**src/rtl/spi_master.sv**
```systemverilog
// SPI mode-0 (CPOL=0, CPHA=0) MSB-first master with a valid/ready byte interface.
// The master is full-duplex, and tx_last closes the chip-select frame.
// Optional build macro SPI_MASTER_LOOPBACK_EN adds a loopback input. When loopback
// is high, the receive shifter samples the internal mosi register instead of miso.
module spi_master #(
  parameter int unsigned CLK_DIV = 4,
  parameter int unsigned GAP_CYC = 4
) (
  input  logic       clk,
  input  logic       rst,
  input  logic [7:0] tx_byte,
  input  logic       tx_last,
  input  logic       tx_valid,
  output logic       tx_ready,
  output logic [7:0] rx_byte,
  output logic       rx_valid,
  output logic       busy,
  output logic       sclk,
  output logic       cs_n,
  output logic       mosi,
`ifdef SPI_MASTER_LOOPBACK_EN
  input  logic       loopback,
`endif
  input  logic       miso
);

  localparam int unsigned CntMax = (CLK_DIV > GAP_CYC) ? CLK_DIV : GAP_CYC;
  localparam int unsigned CntW   = $clog2(CntMax + 1);

  localparam logic [CntW-1:0] DivLast = CntW'(CLK_DIV - 1);
  localparam logic [CntW-1:0] GapLast = CntW'(GAP_CYC - 1);
  // NEXT spends two cycles before it can accept a byte (the rx_valid cycle, then the
  // ready cycle). Those cycles count toward the following low half-period, which keeps
  // rising-edge spacing uniform across a byte boundary.
  localparam logic [CntW-1:0] LowPreload = CntW'(2);

  typedef enum logic [2:0] {
    StIdle,
    StSetup,
    StHigh,
    StLow,
    StNext,
    StHold,
    StGap
  } state_e;

  state_e          r_state;
  state_e          w_state_next;
  logic [CntW-1:0] r_div_cnt;
  logic [3:0]      r_bit_cnt;
  logic [6:0]      r_tx_sr;
  logic [7:0]      r_rx_sr;
  logic            r_last;
  logic            r_sclk;
  logic            r_cs_n;
  logic            r_mosi;
  logic [7:0]      r_rx_byte;
  logic            r_rx_valid;
  logic            r_miso_meta;
  logic            r_miso_sync;

  logic            w_div_done;
  logic            w_gap_done;
  logic            w_accept;
  logic            w_rise;
  logic            w_fall;
  logic            w_cs_rise;
  logic            w_timed;
  logic            w_rx_bit;

  assign w_div_done = (r_div_cnt == DivLast);
  assign w_gap_done = (r_div_cnt == GapLast);

`ifdef SPI_MASTER_LOOPBACK_EN
  assign w_rx_bit = loopback ? r_mosi : r_miso_sync;
`else
  assign w_rx_bit = r_miso_sync;
`endif

  assign sclk     = r_sclk;
  assign cs_n     = r_cs_n;
  assign mosi     = r_mosi;
  assign rx_byte  = r_rx_byte;
  assign rx_valid = r_rx_valid;

  // State register.
  always_ff @(posedge clk) begin
    if (rst) begin
      r_state <= StIdle;
    end else begin
      r_state <= w_state_next;
    end
  end

  // Next-state logic.
  always_comb begin
    w_state_next = r_state;
    case (r_state)
      StIdle:  if (w_accept) w_state_next = StSetup;
      StSetup: if (w_div_done) w_state_next = StHigh;
      StHigh:  if (w_div_done) w_state_next = (r_bit_cnt == 4'd8) ? StNext : StLow;
      StLow:   if (w_div_done) w_state_next = StHigh;
      StNext: begin
        if (r_last) begin
          w_state_next = StHold;
        end else if (w_accept) begin
          w_state_next = StLow;
        end
      end
      StHold:  if (w_div_done) w_state_next = StGap;
      StGap:   if (w_gap_done) w_state_next = StIdle;
      default: w_state_next = StIdle;
    endcase
  end

  // Outputs and event strobes decoded from the current state.
  always_comb begin
    tx_ready  = 1'b0;
    busy      = (r_state != StIdle);
    w_rise    = 1'b0;
    w_fall    = 1'b0;
    w_cs_rise = 1'b0;
    w_timed   = 1'b0;
    case (r_state)
      StIdle:  tx_ready = ~rst;
      StSetup: begin
        w_rise  = w_div_done;
        w_timed = 1'b1;
      end
      StLow: begin
        w_rise  = w_div_done;
        w_timed = 1'b1;
      end
      StHigh: begin
        w_fall  = w_div_done;
        w_timed = 1'b1;
      end
      // The rx_valid cycle blocks acceptance so the two strobes never coincide.
      StNext:  tx_ready = ~rst & ~r_last & ~r_rx_valid;
      StHold: begin
        w_cs_rise = w_div_done;
        w_timed   = 1'b1;
      end
      StGap:   w_timed = 1'b1;
      default: ;
    endcase
  end

  assign w_accept = tx_ready & tx_valid;

  // Two-flop synchroniser for the asynchronous miso input.
  always_ff @(posedge clk) begin
    if (rst) begin
      r_miso_meta <= 1'b0;
      r_miso_sync <= 1'b0;
    end else begin
      r_miso_meta <= miso;
      r_miso_sync <= r_miso_meta;
    end
  end

  // Half-period counter, which restarts on every state change.
  always_ff @(posedge clk) begin
    if (rst) begin
      r_div_cnt <= '0;
    end else if ((r_state == StNext) && w_accept) begin
      r_div_cnt <= LowPreload;
    end else if (w_state_next != r_state) begin
      r_div_cnt <= '0;
    end else if (w_timed) begin
      r_div_cnt <= r_div_cnt + CntW'(1);
    end
  end

  // Shift registers, SPI pins and the receive strobe.
  always_ff @(posedge clk) begin
    if (rst) begin
      r_tx_sr    <= '0;
      r_rx_sr    <= '0;
      r_bit_cnt  <= '0;
      r_last     <= 1'b0;
      r_sclk     <= 1'b0;
      r_cs_n     <= 1'b1;
      r_mosi     <= 1'b0;
      r_rx_byte  <= '0;
      r_rx_valid <= 1'b0;
    end else begin
      r_rx_valid <= 1'b0;
      if (w_accept) begin
        r_tx_sr   <= tx_byte[6:0];
        r_last    <= tx_last;
        r_mosi    <= tx_byte[7];
        r_bit_cnt <= '0;
        r_cs_n    <= 1'b0;
      end
      if (w_rise) begin
        r_sclk    <= 1'b1;
        r_rx_sr   <= {r_rx_sr[6:0], w_rx_bit};
        r_bit_cnt <= r_bit_cnt + 4'd1;
      end
      if (w_fall) begin
        r_sclk <= 1'b0;
        if (r_bit_cnt == 4'd8) begin
          r_rx_byte  <= r_rx_sr;
          r_rx_valid <= 1'b1;
        end else begin
          r_mosi  <= r_tx_sr[6];
          r_tx_sr <= {r_tx_sr[5:0], 1'b0};
        end
      end
      if (w_cs_rise) begin
        r_cs_n <= 1'b1;
      end
    end
  end

endmodule
```
**config.mk**
```make
export PLATFORM = sky130hd
export DESIGN_NAME = spi_master
export DESIGN_NICKNAME = d
export VERILOG_FILES = /design/src/rtl/spi_master.sv
export SDC_FILE = /design/constraint.sdc
export NUM_CORES = 1
export LEC_CHECK = 0
export CAP_MARGIN = 0
export CORE_ASPECT_RATIO = 1.2
export CORE_MARGIN = 1.5
export CORE_UTILIZATION = 50
export CTS_BUF_LIST = sky130_fd_sc_hd__clkbuf_16
export DETAILED_ROUTE_END_ITERATION = 12
export GPL_TIMING_DRIVEN = 0
export PLACE_DENSITY = 0.75
export SLEW_MARGIN = 20
export SYNTH_ARGS = -nofsm -noshare
export SYNTH_HDL_FRONTEND = slang
export SYNTH_SLANG_ARGS = --single-unit
```
**constraint.sdc**
```tcl
create_clock -name clk -period 1.8 [get_ports clk]
set_input_delay 0.36 -clock clk [delete_from_list [all_inputs] [get_ports clk]]
set_output_delay 0.36 -clock clk [all_outputs]
set_load 0.05 [all_outputs]
```
Yosys cells after proc, flatten, opt, wreduce, memory -nomap -nowiden
Cells that the tools add are included.
{ "op_classes": {"addsub": 2, "n_eq_ne": 9, "n_mux": 26, "bitwise": 7, "n_reduce_logical": 12} }
{ "ops": {"columns": ["op", "n"], "rows": [
  ["3-bit two-way mux", 8],
  ["7-bit two-way mux", 3],
  ["3-bit one-hot mux with 6 select lines", 1],
  ["3-bit by 2-bit equality test with 1-bit output (second input constant)", 3],
  ["3-bit equality test (second input constant)", 3],
  ["1-bit two-way mux", 8],
  ["4-bit two-way mux", 2],
  ["2-bit OR reduction", 4],
  ["2-bit two-way mux", 3],
  ["3-bit nonzero test", 2],
  ["5-bit OR reduction", 1],
  ["4-bit by 1-bit adder with 4-bit output (second input constant)", 1],
  ["4-bit equality test (second input constant)", 1],
  ["1-bit NOT", 4],
  ["3-bit by 1-bit adder with 3-bit output (second input constant)", 1],
  ["1-bit AND", 3],
  ["3-bit by 1-bit equality test with 1-bit output (second input constant)", 1],
  ["3-bit logical NOT", 1],
  ["3-bit inequality test", 1],
  ["3-bit OR reduction", 1],
  ["1-bit one-hot mux with 2 select lines", 1],
  ["2-bit AND reduction", 1],
  ["2-bit nonzero test", 1],
  ["1-bit logical AND", 1]
]} }
{ "word_totals": {"reg_bits": 40, "output_inout_bits": 14, "wordCells": 70} }

Logic depth before layout (Yosys ltp)
{ "depth": {"depth_word": 11, "mapped_depth": 8} }

Worst setup path before layout
Ideal clock, no wire load.
{ "synth_path": {"path_kind": "flip-flop to output port", "start": "reg r_rx_valid, in the netlist rx_valid", "end": "out tx_ready", "arrival_ns": 1.462, "required_ns": 1.440, "setup_slack_ns": -0.022, "stages_incl_launch_ff": 4, "n_path_buf": 0, "cell_sequence": "dfxtp_1 -> o21ai_2 -> nand2_1 -> nor2_1"} }
{ "synth_via": {"elab_chain_cells": 3} }
{ "synth_rtl": {"columns": ["item", "line", "rtl"], "rows": [
  ["from (decl)", "58", "logic r_rx_valid;"],
  ["from (signal assigned)", "186", "r_rx_valid <= 1'b0;"],
  ["from (signal assigned)", "188", "r_rx_valid <= 1'b0;"],
  ["from (signal assigned)", "205", "r_rx_valid <= 1'b1;"],
  ["1-bit NOT", "139", "StNext: tx_ready = ~rst & ~r_last & ~r_rx_valid;"],
  ["1-bit AND", "139", null],
  ["1-bit one-hot mux with 2 select lines", "124", "case (r_state)"],
  ["to (decl)", "14", "output logic tx_ready,"]
]} }
Every way passes these cells.

Final worst setup path
{ "layout_path": {"start": "reg r_cs_n, in the netlist cs_n", "end": "out cs_n"} }
{ "layout_rtl": {"columns": ["item", "line", "rtl"], "rows": [
  ["from (decl)", "55", "logic r_cs_n;"],
  ["from (signal assigned)", "183", "r_cs_n <= 1'b1;"],
  ["from (signal assigned)", "194", "r_cs_n <= 1'b0;"],
  ["from (signal assigned)", "212", "r_cs_n <= 1'b1;"],
  ["to (decl)", "19", "output logic cs_n,"]
]} }
No word-level cell between the ends.

==> key figures <==
Timing
  • Max Slew Vio Count: 0
  • Final Setup Violations: 0
  • Worst Skew: between 1.5 and 2 ps
  • Hold slack: about 440 ps
  • Tcrit/Tclk final: 98.3%
  • Worst-margin pin slew: around 570 ps
  • Hold Fails Final Rpt: 0
  • Slew HR: between 60% and 70%
  • Final worst path period need: about 1800 ps
  • F_max: roughly 570 MHz

Detailed routing
  • Routed vias/inst: roughly 5.6
  • Routed wire length: 3960 um
  • Antenna Nets Post-Route: 0
  • DR vias: ~1500
  • Detailed Route Iter0 Violations: 54
  • DR pass1 iterations: 9
  • # DRC: 2
  • Drt wl/cell: about 15 um

Clock network
  • H-tree depth: 2
  • Clock insertion delay at the later pin of the skew report: between 200 and 300 ps
  • Clock buffer depth: 2
  • Root Driver: clkbuf_16
  • Sink Count: 40
  • Clock transition at path regs: 50 ps
  • Post-CTS Setup Bufs: 0
  • CTS Buf Count: 5
  • CTS tree: yes

Cells and area
  • Final layout net count: between 200 and 250
  • Share of layout cells above drive strength 1: 14.0%
  • Fillers: 276
  • P&R area growth vs syn: 30.6%
  • Most frequent cells in the layout: dfxtp_1 (40), nor2_1 (26), nand2_1 (21), mux2i_1 (18), clkdlybuf4s50_1 (14)
  • N_diodes: 0
  • Commonest non-fill, non-tap cell in the layout: dfxtp_1
  • Non-filler cells, final: about 270

Global routing
  • Initial antenna violation count: 0
  • Total GRT Usage: 22.5%
  • First-pass GRT wire length: between 6000 and 7000 um
  • Largest net degree at the start of global routing: 13
  • Vias in the first global route: roughly 1600
  • GR Overflow Total: 0

Job
  • Max Cap Violations: 0

Placement
  • Final Wtd Congestion: just under 0.9
  • DP Wirelength: around 2800 um
  • Input/output buffers: 26
  • Placed Cells: around 260

Pwr
  • NetSw: around 0.00042 W
  • Flop pwr share: about two fifths
  • Switching part of the total: 19.3%
  • Clock network fraction of total power: just over 50%
  • Max VDD drop: 0.000713 V
  • Design Power: ~0.0022 W
  • Internal power: roughly 0.0018 W
  • Power Density: 933 nW/um2
  • Lkg Pwr: 1.14 nW
  • Comb power frac: under 10%

Yosys
  • Flops & latches, synth: 40
  • Register area share after synthesis: around 45%
  • Synth warn: 0
  • Mapped Avg Cell Area: 9.14 um2
  • Yosys top cell by area: dfxtp_1
  • Post-synthesis cell count: 196
  • Post-synthesis cell area: around 1800 um2
  • Top cell type's share of synthesized area: between 40% and 50%
  • Post-synth EDFFs: 0
  • Mapped Nets: between 200 and 250
  • Ys async rst share: 0%
  • Synth top area cells: dfxtp_1 (45%), mux2i_1 (10%), nor2_1 (5.7%)
  • Main flop type after synthesis: dfxtp_1
  • Distinct cells, synth: 45

Worst setup path
  • CP cell instances: clkdlybuf4s50_1
  • CP arrival: between 1000 and 1500 ps
  • CP Buf/Inv Count: 1
  • Startpoint Class: flip-flop
  • Worst setup EP type: output port
  • CP required: between 1000 and 1500 ps
  • Crit Path Class: reg2out
  • CP peak stage delay: about 800 ps
  • Critical-path top delay cell: clkdlybuf4s50_1
  • Crit Path Max Fanout: 2
  • Cell family with most CP delay: buffers and inverters

Die
  • Die Width: ~58 um
  • Initial Util: roughly 53%
  • I/O pins: 27
  • Die Height: between 60 and 70 um
  • Core Rows: 23
  • Die area: between 3000 and 4000 um2
  • Placeable core area: ~3400 um2

Min path
  • Worst min path class: reg2reg

Status
  • Failing checks: design-rule violations
  • Status: complete, but fails checks
## layout make-up
class | instances | area, um2 | share of cell area [%]
multi-input combinational | 138 | 912 | 39.0
sequential | 40 | 801 | 34.2
timing repair buffer | 26 | 270 | 11.6
clock buffer | 5 | 125 | 5.35
buffer | 13 | 105 | 4.49
clock inverter | 2 | 60.1 | 2.57
tap | 37 | 46.3 | 1.98
inverter | 5 | 18.8 | 0.803
## cells by family after synthesis
group | share of synthesized area [%]
AND/OR/NAND/NOR | 22.6
XOR/XNOR | 0.979
AO/OA/AOI/OAI | 13.4
adder cells (fa/ha/maj) | 2.80
buffers and inverters | 5.38
multiplexers | 10.1
flip-flops | 44.7
## timing repair
action,4_1_cts,5_1_grt
pin swaps,0,1
hold endpoints to repair,0,0
hold buffers,0,0
gates resized for setup,21,15
setup endpoints to repair,4,16
## power by group through the flow
stage	logic [W]	clock network, W	registers, W
floorplan	0.0000841	0	0.000940
CTS	0.000154	0.00113	0.000914
global placement	0.000147	0	0.000932
detailed placement	0.000151	0	0.000934
global route	0.000169	0.00116	0.000916
finish	0.000156	0.00111	0.000915
## metal layers
| metal | up-vias | track usage (%) | part of all wire [%] |
|---|---|---|---|
| li1 | 743 | - | - |
| met3 | 6 | 5.22 | 3.5 |
| met5 | - | 0 | 0 |
| met4 | 0 | 8.72 | 1.6 |
| met2 | 33 | 41.8 | 52 |
| met1 | 713 | 24.8 | 43 |
## state kept, by name (all words and copies together) (netlist names)
register / count
rx_valid: 1
r_bit_cnt: 4
r_div_cnt: 3
r_rx_sr: 8
r_tx_sr: 7
cs_n: 1
r_miso_meta: 1
rx_byte: 8
r_last: 1
mosi: 1
sclk: 1
r_state: 3
r_miso_sync: 1
## path summary, 6_finish.rpt
check | start | to | slack (ps) | cells after the start
worst min register to register | r_miso_meta | r_miso_sync | 440 | 1
worst min-delay path | r_miso_meta | r_miso_sync | 440 | 1
worst max-delay path | cs_n | cs_n | 30 | 1
worst max register to register | r_div_cnt[0] | r_tx_sr[5] | 100 | 8
## worst register-to-register path: cells and delay by family (launching register included)
family / cells / cell delay (ps)
and+or+nand+nor: 3 / 480
DFF: 1 / 340
AOI/OAI and AO/OA: 1 / 60
adders and majority gates: 2 / 290
buffers and inverters: 2 / 380
## metrics by stage
| stage | utilization [%] | setup TNS [ps] | cell area, um2 | worst slack (ps) |
|---|---|---|---|---|
| floorplan | - | 0 | 1790 | 188 |
| global placement | 61.8 | -4230 | 2100 | -1060 |
| detailed placement | 61.8 | -4480 | 2100 | -1050 |
| CTS | 67.6 | 0 | 2300 | 10.9 |
| global route | 68.9 | -1.14 | 2340 | -1.14 |
| finish | 68.9 | 0 | 2340 | 30.8 |
## synthesized netlist by cell type, types with 2 or more instances
cell type  count
mux2i_1       18
nand3b_1       3
buf_2          5
a211oi_1       9
dfxtp_1       40
and3b_1        2
nand3_1        3
nor2b_1        4
nand2_1       21
and2_1         2
nand4_1        2
buf_1          2
inv_1          5
nor2_1        27
buf_6          2
clkbuf_1       2
a21oi_1       13
ha_1           4
o21ai_0        4
buf_4          2
a31oi_1        2
Note: power is estimated with default switching activity, not from simulation.
